File: src/rtl/slice_sched_pkg.sv
`default_nettype none
// ============================================================================
// Module      : slice_sched_pkg
// Description : Shared types and constants for the volumetric-display slice
//               scheduler: FSM state encoding, slice-index width helper and
//               default timing constants.
// Revision    : 1.0 - initial release
// ============================================================================
package slice_sched_pkg;

    typedef enum logic [2:0] {
        CFG_SHIFT = 3'd0,   // shifting a control-latch word
        CFG_LAT   = 3'd1,   // strobing LAT for a control write
        WAIT_HOME = 3'd2,   // configured, waiting for first home pulse
        PRELOAD   = 3'd3,   // shifting grayscale for the next slice
        ARMED     = 3'd4,   // preload complete, waiting for slice tick
        LATCH     = 3'd5    // strobing LAT to display the preloaded slice
    } sched_state_t;

    localparam int c_SLICES_PER_REV = 360;
    localparam int c_CTRL_WRITES    = 2;
    localparam int c_LAT_CYCLES     = 2;

    // Width of a slice index; never narrower than one bit.
    function automatic int slice_width(input int slices);
        return (slices > 1) ? $clog2(slices) : 1;
    endfunction

endpackage
`default_nettype wire

File: src/rtl/slice_scheduler_enc_edge_sync.sv
`default_nettype none
// ============================================================================
// Module      : enc_edge_sync
// Description : Two-flop synchroniser for an asynchronous encoder pin followed
//               by a registered rising-edge detector. The pulse appears
//               3 clocks after the pin edge and lasts one clock.
// Ports       : TESTCLK  - clock
//               nReset   - synchronous active-low reset
//               pin      - raw asynchronous pin
//               pulse    - 1-cycle pulse on a synchronised rising edge
// Revision    : 1.0 - initial release
// ============================================================================
module enc_edge_sync (
    input  logic TESTCLK,
    input  logic nReset,
    input  logic pin,
    output logic pulse
);

    logic r_meta;
    logic r_sync;
    logic r_prev;
    logic r_pulse;

    always_ff @(posedge TESTCLK) begin
        if (!nReset) begin
            r_meta  <= 1'b0;
            r_sync  <= 1'b0;
            r_prev  <= 1'b0;
            r_pulse <= 1'b0;
        end else begin
            r_meta  <= pin;
            r_sync  <= r_meta;
            r_prev  <= r_sync;
            r_pulse <= r_sync & ~r_prev;
        end
    end

    assign pulse = r_pulse;

endmodule
`default_nettype wire

File: src/rtl/slice_scheduler.sv
`default_nettype none
// ============================================================================
// Module      : slice_scheduler
// Description : Sequences the LED-driver shift engine: control-latch writes
//               after reset / on request, lock to encoder home, grayscale
//               preload of the next slice and LAT on every slice tick.
// Ports       : TESTCLK, nReset      - clock, synchronous active-low reset
//               enc_home, enc_tick   - raw encoder pins (asynchronous)
//               cfg_update           - request a control-latch rewrite
//               sh_start/sel/slice   - shift-engine command
//               sh_done              - shift-engine completion pulse
//               lat, disp_slice      - driver latch strobe, displayed slice
//               locked, overrun, rev_err, overrun_cnt - status
// Revision    : 1.0 - initial release
// ============================================================================
module slice_scheduler
    import slice_sched_pkg::*;
#(
    parameter int SLICES_PER_REV = c_SLICES_PER_REV,
    parameter int SLICE_W        = slice_width(SLICES_PER_REV),
    parameter int CTRL_WRITES    = c_CTRL_WRITES,
    parameter int LAT_CYCLES     = c_LAT_CYCLES
) (
    input  logic               TESTCLK,
    input  logic               nReset,
    input  logic               enc_home,
    input  logic               enc_tick,
    input  logic               cfg_update,
    output logic               sh_start,
    output logic               sh_sel,
    output logic [SLICE_W-1:0] sh_slice,
    input  logic               sh_done,
    output logic               lat,
    output logic [SLICE_W-1:0] disp_slice,
    output logic               locked,
    output logic               overrun,
    output logic               rev_err,
    output logic [7:0]         overrun_cnt
);

    localparam int c_LAT_W = (LAT_CYCLES > 1) ? $clog2(LAT_CYCLES) : 1;
    localparam int c_WR_W  = $clog2(CTRL_WRITES + 1);
    localparam int c_CNT_W = $clog2(SLICES_PER_REV + 2);

    logic w_home;
    logic w_tick;

    enc_edge_sync u_home_sync (
        .TESTCLK (TESTCLK),
        .nReset  (nReset),
        .pin     (enc_home),
        .pulse   (w_home)
    );

    enc_edge_sync u_tick_sync (
        .TESTCLK (TESTCLK),
        .nReset  (nReset),
        .pin     (enc_tick),
        .pulse   (w_tick)
    );

    sched_state_t       r_state,       w_state_nxt;
    logic [c_LAT_W-1:0] r_lat_cnt,     w_lat_cnt_nxt;
    logic [c_WR_W-1:0]  r_wr_cnt,      w_wr_cnt_nxt;
    logic [c_CNT_W-1:0] r_tick_cnt,    w_tick_cnt_nxt;
    logic [SLICE_W-1:0] r_target,      w_target_nxt;
    logic [SLICE_W-1:0] r_sh_slice,    w_sh_slice_nxt;
    logic [SLICE_W-1:0] r_disp_slice,  w_disp_slice_nxt;
    logic [7:0]         r_overrun_cnt, w_overrun_cnt_nxt;
    logic r_busy,     w_busy_nxt;      // shift in flight, waiting for sh_done
    logic r_cfg_done, w_cfg_done_nxt;  // first configuration has completed
    logic r_cfg_pend, w_cfg_pend_nxt;
    logic r_home_pend, w_home_pend_nxt; // target must restart at 0 on next preload
    logic r_sh_start, w_sh_start_nxt;
    logic r_sh_sel,   w_sh_sel_nxt;
    logic r_lat,      w_lat_nxt;
    logic r_locked,   w_locked_nxt;
    logic r_overrun,  w_overrun_nxt;
    logic r_rev_err,  w_rev_err_nxt;

    logic              w_home_lk;
    logic              w_tick_eff;
    logic              w_tick_accept;
    logic              w_lat_last;
    logic [c_WR_W-1:0] w_wr_inc;

    // Home wins over a coincident tick; the tick is simply dropped.
    assign w_home_lk     = w_home & r_locked;
    assign w_tick_eff    = w_tick & ~w_home;
    assign w_tick_accept = w_tick_eff && (r_state == ARMED) && !r_cfg_pend;
    assign w_lat_last    = (r_lat_cnt == c_LAT_W'(LAT_CYCLES - 1));
    assign w_wr_inc      = r_wr_cnt + c_WR_W'(1);

    always_comb begin
        w_state_nxt       = r_state;
        w_lat_cnt_nxt     = r_lat_cnt;
        w_wr_cnt_nxt      = r_wr_cnt;
        w_tick_cnt_nxt    = r_tick_cnt;
        w_target_nxt      = r_target;
        w_sh_slice_nxt    = r_sh_slice;
        w_disp_slice_nxt  = r_disp_slice;
        w_overrun_cnt_nxt = r_overrun_cnt;
        w_busy_nxt        = r_busy;
        w_cfg_done_nxt    = r_cfg_done;
        w_cfg_pend_nxt    = r_cfg_pend | cfg_update;
        w_home_pend_nxt   = r_home_pend;
        w_sh_start_nxt    = 1'b0;
        w_sh_sel_nxt      = r_sh_sel;
        w_lat_nxt         = r_lat;
        w_locked_nxt      = r_locked;
        w_overrun_nxt     = r_overrun;
        w_rev_err_nxt     = r_rev_err;

        if (w_home_lk) begin
            if (r_tick_cnt != c_CNT_W'(SLICES_PER_REV)) begin
                w_rev_err_nxt = 1'b1;
            end
            w_tick_cnt_nxt  = '0;
            w_home_pend_nxt = 1'b1;
        end

        // Any post-lock tick that cannot be latched right now is dropped.
        if (w_tick_eff && r_locked && !w_tick_accept) begin
            w_overrun_nxt = 1'b1;
            if (r_overrun_cnt != 8'hFF) begin
                w_overrun_cnt_nxt = r_overrun_cnt + 8'd1;
            end
        end

        case (r_state)
            CFG_SHIFT: begin
                if (!r_busy) begin
                    w_sh_start_nxt = 1'b1;
                    w_sh_sel_nxt   = 1'b1;
                    w_busy_nxt     = 1'b1;
                end else if (sh_done) begin
                    w_busy_nxt    = 1'b0;
                    w_lat_nxt     = 1'b1;
                    w_lat_cnt_nxt = '0;
                    w_state_nxt   = CFG_LAT;
                end
            end
            CFG_LAT: begin
                if (w_lat_last) begin
                    w_lat_nxt     = 1'b0;
                    w_lat_cnt_nxt = '0;
                    if (w_wr_inc < c_WR_W'(CTRL_WRITES)) begin
                        w_wr_cnt_nxt = w_wr_inc;
                        w_state_nxt  = CFG_SHIFT;
                    end else begin
                        w_wr_cnt_nxt = '0;
                        if (!r_cfg_done) begin
                            w_cfg_done_nxt = 1'b1;
                            w_state_nxt    = WAIT_HOME;
                        end else begin
                            w_state_nxt = PRELOAD;
                        end
                    end
                end else begin
                    w_lat_cnt_nxt = r_lat_cnt + c_LAT_W'(1);
                end
            end
            WAIT_HOME: begin
                if (w_home) begin
                    w_target_nxt    = '0;
                    w_tick_cnt_nxt  = '0;
                    w_locked_nxt    = 1'b1;
                    w_home_pend_nxt = 1'b0;
                    w_state_nxt     = PRELOAD;
                end
            end
            PRELOAD: begin
                if (!r_busy) begin
                    w_sh_start_nxt = 1'b1;
                    w_sh_sel_nxt   = 1'b0;
                    w_busy_nxt     = 1'b1;
                    if (r_home_pend || w_home_lk) begin
                        w_sh_slice_nxt  = '0;
                        w_target_nxt    = '0;
                        w_home_pend_nxt = 1'b0;
                    end else begin
                        w_sh_slice_nxt = r_target;
                    end
                end else if (sh_done) begin
                    w_busy_nxt = 1'b0;
                    if (r_cfg_pend) begin
                        w_cfg_pend_nxt = 1'b0;
                        w_state_nxt    = CFG_SHIFT;
                    end else if (!(r_home_pend || w_home_lk)) begin
                        w_state_nxt = ARMED;
                    end
                    // A home during the shift stays in PRELOAD to reissue slice 0.
                end
            end
            ARMED: begin
                if (w_home_lk) begin
                    w_state_nxt = PRELOAD;
                end else if (r_cfg_pend) begin
                    w_cfg_pend_nxt = 1'b0;
                    w_state_nxt    = CFG_SHIFT;
                end else if (w_tick_accept) begin
                    w_lat_nxt        = 1'b1;
                    w_lat_cnt_nxt    = '0;
                    w_disp_slice_nxt = r_target;
                    w_target_nxt     = (r_target == SLICE_W'(SLICES_PER_REV - 1)) ?
                                       '0 : r_target + SLICE_W'(1);
                    if (r_tick_cnt != c_CNT_W'(SLICES_PER_REV + 1)) begin
                        w_tick_cnt_nxt = r_tick_cnt + c_CNT_W'(1);
                    end
                    w_state_nxt = LATCH;
                end
            end
            LATCH: begin
                if (w_lat_last) begin
                    w_lat_nxt     = 1'b0;
                    w_lat_cnt_nxt = '0;
                    w_state_nxt   = PRELOAD;
                end else begin
                    w_lat_cnt_nxt = r_lat_cnt + c_LAT_W'(1);
                end
            end
            default: begin
                w_state_nxt = CFG_SHIFT;
            end
        endcase
    end

    always_ff @(posedge TESTCLK) begin
        if (!nReset) begin
            r_state       <= CFG_SHIFT;
            r_lat_cnt     <= '0;
            r_wr_cnt      <= '0;
            r_tick_cnt    <= '0;
            r_target      <= '0;
            r_sh_slice    <= '0;
            r_disp_slice  <= '0;
            r_overrun_cnt <= '0;
            r_busy        <= 1'b0;
            r_cfg_done    <= 1'b0;
            r_cfg_pend    <= 1'b0;
            r_home_pend   <= 1'b0;
            r_sh_start    <= 1'b0;
            r_sh_sel      <= 1'b0;
            r_lat         <= 1'b0;
            r_locked      <= 1'b0;
            r_overrun     <= 1'b0;
            r_rev_err     <= 1'b0;
        end else begin
            r_state       <= w_state_nxt;
            r_lat_cnt     <= w_lat_cnt_nxt;
            r_wr_cnt      <= w_wr_cnt_nxt;
            r_tick_cnt    <= w_tick_cnt_nxt;
            r_target      <= w_target_nxt;
            r_sh_slice    <= w_sh_slice_nxt;
            r_disp_slice  <= w_disp_slice_nxt;
            r_overrun_cnt <= w_overrun_cnt_nxt;
            r_busy        <= w_busy_nxt;
            r_cfg_done    <= w_cfg_done_nxt;
            r_cfg_pend    <= w_cfg_pend_nxt;
            r_home_pend   <= w_home_pend_nxt;
            r_sh_start    <= w_sh_start_nxt;
            r_sh_sel      <= w_sh_sel_nxt;
            r_lat         <= w_lat_nxt;
            r_locked      <= w_locked_nxt;
            r_overrun     <= w_overrun_nxt;
            r_rev_err     <= w_rev_err_nxt;
        end
    end

    assign sh_start    = r_sh_start;
    assign sh_sel      = r_sh_sel;
    assign sh_slice    = r_sh_slice;
    assign lat         = r_lat;
    assign disp_slice  = r_disp_slice;
    assign locked      = r_locked;
    assign overrun     = r_overrun;
    assign rev_err     = r_rev_err;
    assign overrun_cnt = r_overrun_cnt;

endmodule
`default_nettype wire
File: config.mk
export PLATFORM = sky130hd
export DESIGN_NAME = slice_scheduler
export DESIGN_NICKNAME = d
export VERILOG_FILES = /design/src/rtl/slice_sched_pkg.sv /design/src/rtl/slice_scheduler_enc_edge_sync.sv /design/src/rtl/slice_scheduler.sv
export SDC_FILE = /design/constraint.sdc
export NUM_CORES = 1
export LEC_CHECK = 0
export CORE_MARGIN = 5
export CORE_UTILIZATION = 47
export DETAILED_ROUTE_END_ITERATION = 12
export GPL_TIMING_DRIVEN = 0
export HOLD_SLACK_MARGIN = 0.12
export PLACE_DENSITY = 0.74
export SLEW_MARGIN = 10
export SYNTH_ARGS = -nofsm -noshare
export SYNTH_HDL_FRONTEND = slang
export SYNTH_SLANG_ARGS = --single-unit
export TNS_END_PERCENT = 20
File: constraint.sdc
create_clock -name TESTCLK -period 2 [get_ports TESTCLK]
set_clock_uncertainty 0.05 [all_clocks]
set_input_delay 0.6 -clock TESTCLK [delete_from_list [all_inputs] [get_ports TESTCLK]]
set_output_delay 0.6 -clock TESTCLK [all_outputs]
set_load 0.03 [all_outputs]
== Yosys cells after proc, flatten, opt, wreduce, memory -nomap -nowiden ==
Cells that the tools add are included.
Storage, ports and cells
  word-level logic and storage cells: 155
  input port bits: 6
  flip-flop bits (word level): 68
Cells by class
  magnitude comparators: 1
  reductions and logical operators: 26
  multiplexer cells: 61
  bitwise gates (word level): 12
  $add $sub $neg: 5
  eq/ne operators: 24
Operators by type and width (number)
  9-bit 2-to-1 mux: 13
  3-bit 2-to-1 mux: 12
  9-bit case mux with 3 select lines: 1
  1-bit 2-to-1 mux: 26
  2-bit != test (second input constant): 11
  9-bit by 1-bit adder with 9-bit output (second input constant): 2
  9-bit != test (second input constant): 2
  3-bit case mux with 6 select lines: 1
  9-bit case mux with 2 select lines: 1
  2-bit AND reduction: 6
  6-bit AND reduction: 2
  9-bit equality test (second input constant): 1
  9-bit AND reduction: 1
  8-bit by 1-bit adder with 8-bit output (second input constant): 1
  8-bit != test (second input constant): 1
  1-bit NOT: 7
  7-bit AND reduction: 1
  3-bit by 2-bit equality test with 1-bit output (second input constant): 2
  3-bit equality test (second input constant): 2
  1-bit case mux with 2 select lines: 3
  1-bit case mux with 3 select lines: 2
  3-bit AND reduction: 2
  3-bit nonzero test: 2
  1-bit bitwise AND: 4
  other kinds (16): 23

== Logic depth before layout (Yosys ltp) ==
  depth after elaboration: 8
  depth in mapped cells: 7
  depth with buffers taken out: 6

== Modules after synthesis ==
From an unflattened synthesis, not the netlist that was laid out.
Second synthesis, totals
  cells, all modules: 376
  area total of the unflattened synthesis: 3171.8 µm²
Modules (own cells, without submodules)
  slice_scheduler: times used 1, area each 2949.1 µm², seq. area each 1181.1 µm², cells an instance 360
  enc_edge_sync: times used 2, area each 111.4 µm², seq. area each 80.1 µm², cells an instance 8

== Worst setup path before layout ==
OpenSTA, ideal clock, no wires.
  path type: register -> register
  start: reg r_overrun_cnt[0] (netlist: overrun_cnt[0])
  end: reg r_overrun_cnt[2] (netlist: overrun_cnt[2])
  arrival: 1726 ps
  library setup time: 128 ps
  period minus slack after synthesis: 1904 ps
  cell stages (with the launch flop): 7
  buffers on the path: 0
  slack: 96 ps
  cell sequence: dfxtp_1 ha_1 nand2_1 nor3_1 nor3b_1 xnor2_1 nor2_1
Between the ends
  word-level cells in the longest chain between the ends: 2
  elaborated cells on any way between the ends: 3
  those cells by class: 1 x add/sub; 1 x eq/ne; 1 x reduce/logical
Ends and longest elaborated chain
  start: declaration: RTL line slice_scheduler.sv:69  | logic [7:0] r_overrun_cnt, w_overrun_cnt_nxt;
  start signal: assignment: RTL line slice_scheduler.sv:256  | r_overrun_cnt <= w_overrun_cnt_nxt;
  branches (longest 2 deep; another with 8-bit by 1-bit adder with 8-bit output)
Parallel ways; which one is timed is not known.
A chain may end at the register's enable or synchronous reset.

== Final worst setup path ==
  start: reg r_state[1]
  end: reg r_state[2]
Between the ends
  word-level cells in the longest chain between the ends: 5
  elaborated cells on any way between the ends: 19
  those cells by class: 14 x eq/ne; 1 x mux; 4 x reduce/logical
Ends and longest elaborated chain
  start: declaration: RTL line slice_scheduler.sv:62  | sched_state_t r_state, w_state_nxt;
  start signal: assignment: RTL line slice_scheduler.sv:249  | r_state <= w_state_nxt;
  3-bit equality test: RTL line slice_scheduler.sv:90, slice_scheduler.sv:130
  1-bit logical AND (2 in a row): RTL line slice_scheduler.sv:90  | assign w_tick_accept = w_tick_eff && (r_state == ARMED) && !r_cfg_pend;
  4-bit != test (no source line)
  9-bit AND reduction (no source line)
Parallel ways exist; a longest one is shown, timed or not.

==> impl_metrics.ini <==
[outcome]
status = completed

[die]
fp.dieArea_um2 = 8740
die_x_um = 93.5
start_util = 0.482
core_um2 = 6790
io_pins = 38
rows = 30
fp.dieH_um = 93.5

[detailed_routing]
antenna_left = 0
dr_total_vias = 3109
wl_um = 8450
drtIter0Drc = 260
routedWlPerCell_um = 15.4
drtPass1Iterations = 5
drcViolationCount = 0
post_drt_via_cell_ratio = 5.67

[critical_path]
critPathMaxFanout = 9
path_class = flip-flop to flip-flop
r2r_slack_ns = 0.02
cp.arrival_ns = 2.17
crit_required_ns = 2.19
path_cells = buf_2 > or3b_4 > buf_6 > o41ai_4 > or3b_4 > mux2_4
regToRegEndpoint = r_state[2]
crit_path_start_kind = flip-flop
cpMostUsedCell = or3b_4
end_kind = flip-flop
cpPeakStageDelay_ns = 0.38
r2r-start = r_state[1]
worst_path_max_delay_cell = or3b_4
reg2regPathDepth = 6

[grt]
use_met1 = 0.255
grt_start_max_net_pins = 13
grt_pass1_wl_um = 13900
antenna_found_initial = 0
grt_pass1_vias = 2950
grt_usage = 0.200
use_met3 = 0.0507
grt-busiest-layer = met2
gr-total-overflow = 0
use_met2 = 0.321

[hold_path]
min-delay-path-class = flip-flop to flip-flop
hold-path-cell-count = 1
worstHoldStart = u_home_sync.r_prev
hold_end = u_home_sync.pulse

[synth]
synth.largest_area_cell = dfxtp_1
synth_area_leaders = dfxtp_1, a21oi_1, nand2_1
async_reset_ff_frac = 0
synth_edf_count = 0
yosysUniqueCellTypes = 60
synth_top_area_share = 0.410
ys_seq_elements = 67
yosysSeqAreaShare = 0.410
syn_area_per_cell_um2 = 8.21
synthesis.instances = 399
ys.flop_type = dfxtp_1
synth_area_um2 = 3270
ys_warn_count = 0
synth_nets = 410

[sta]
min_period_ns = 1.98
drv_slew = 0
max_freq_mhz = 505
hold_viol = 0
fin_hold_ws_ns = 0.335
setup_violations = 0
setup_tns_ns = 0
fin_crit_sh = 0.990
rsz0062_at_grt = yes
max_slew_margin = 0.667
worst_pin_slew_ns = 0.496

[placement]
dp_hpwl_um = 5880
gp_congestion = 0.930
numPortBuffers = 37

[final_layout]
diodes = 0
layout-drive-gt1-share = 0.122
fin_nets = 459
post-route-util = 0.588
syn2layout_area_growth_pct = 21.9
final_cell_mix = dfxtp_1, nand2_1, a21oi_1, dlygate4sd2_1, nor2_1
final_common_cell = dfxtp_1

[clock_network]
cts_tree = yes
cts_root_buffer = clkbuf_8
htree_num_levels = 3
clock-sinks = 67
cts.path.max_buffers = 2
cts.clk_slew.worst_paths_ns = 0.07
worstSkewPairLatency_ns = 0.35
cts-hold-fix-buffers = 0
cts_buffers = 9

[power]
p_total_mw = 2.79
p_leak_nw = 1.61
ir_drop_mv = 0.404
powerDensity_nw_per_um2 = 700

[job]
maxCapViolations = 0
-- metal layers --
metal	vias up	share of wire
met5	-	0
met4	0	0.025
met3	23	0.070
met2	122	0.46
met1	1452	0.44
li1	1512	-
-- through the flow --
| step | setup slack (ns) | instances | cell area (µm²) |
|---|---|---|---|
| 4_1_cts | -0.0718 | 547 | 3950 |
| 2_1_floorplan | 0.0960 | 399 | 3270 |
| 3_3_place_gp | -0.581 | 532 | 3760 |
| 3_5_place_dp | -0.564 | 532 | 3760 |
| 6_report | 0.0203 | 548 | 3990 |
| 5_1_grt | -0.0410 | 548 | 3990 |
-- repair_timing --
action | CTS | global route
gates resized for setup | 38 | 14
setup endpoints to repair | 75 | 36
setup buffers | 0 | 1
pin swaps | 0 | 3
-- worst max-delay path: cells and delay by family (launching register included) --
kind                   cells  cell delay, ns
muxes                      1            0.29
DFF                        1            0.30
buffers and inverters      2            0.32
AOI/OAI and AO/OA          1            0.32
and+or+nand+nor            2            0.59
-- layout make-up --
| class | count | area, µm² |
|---|---|---|
| Sequential cell | 67 | 1340 |
| Fill cell | 633 | 2800 |
| Tap cell | 96 | 120 |
| Buffer | 27 | 168 |
| Clock buffer | 9 | 124 |
| Inverter | 10 | 37.5 |
| Clock inverter | 6 | 88.8 |
| Timing Repair Buffer | 38 | 344 |
| Multi-Input combinational cell | 295 | 1770 |
-- flip-flops by register name, summed over array words and instances, names as in the netlist, 3 cells and up --
| name | cells |
|---|---|
| r_target | 9 |
| r_tick_cnt | 9 |
| disp_slice | 9 |
| r_state | 3 |
| sh_slice | 9 |
| overrun_cnt | 8 |
-- where the power goes --
group	switching, mW	leakage (nW)	total [mW]	internal (mW)
combinational	0.120	0.970	0.193	0.0722
sequential	0.0135	0.543	1.37	1.36
clock	0.534	0.102	1.23	0.696
-- synth_stat cells (3+ instances only) --
cell,instances
ha_1,5
or3_1,5
buf_6,3
a21oi_1,45
a211oi_1,6
buf_2,6
nor2b_1,6
and2_1,14
dfxtp_1,67
nand3_1,25
nor2_1,30
nand2b_1,3
nand2_1,52
a31oi_1,5
nor3b_1,3
o31ai_1,3
nor3_1,10
clkbuf_1,12
o21ai_1,4
xnor2_1,7
buf_4,3
nand4_1,5
nor4_1,5
and3_1,9
inv_1,10
o21ai_0,12
-- logic make-up after synthesis --
group / synth area share
adders and majority gates: 0.0191
buffers and inverters: 0.0558
muxes: 0.00764
xor gates and xnor gates: 0.0241
AOI/OAI and AO/OA: 0.190
DFF: 0.410
and+or+nand+nor: 0.294
-- worst max path at each step --
stage | from | to | slack, ns | cells past startpoint
floorplan | overrun_cnt[0] | overrun_cnt[2] | 0.1 | 6
global placement | nReset | r_tick_cnt[0] | -0.58 | 5
detailed placement | nReset | r_busy | -0.56 | 5
CTS | sh_done | r_state[2] | -0.07 | 6
global route | r_cfg_pend | r_tick_cnt[6] | -0.04 | 7
finish | r_state[1] | r_state[2] | 0.02 | 6
Power figures use the tool's default switching activity.
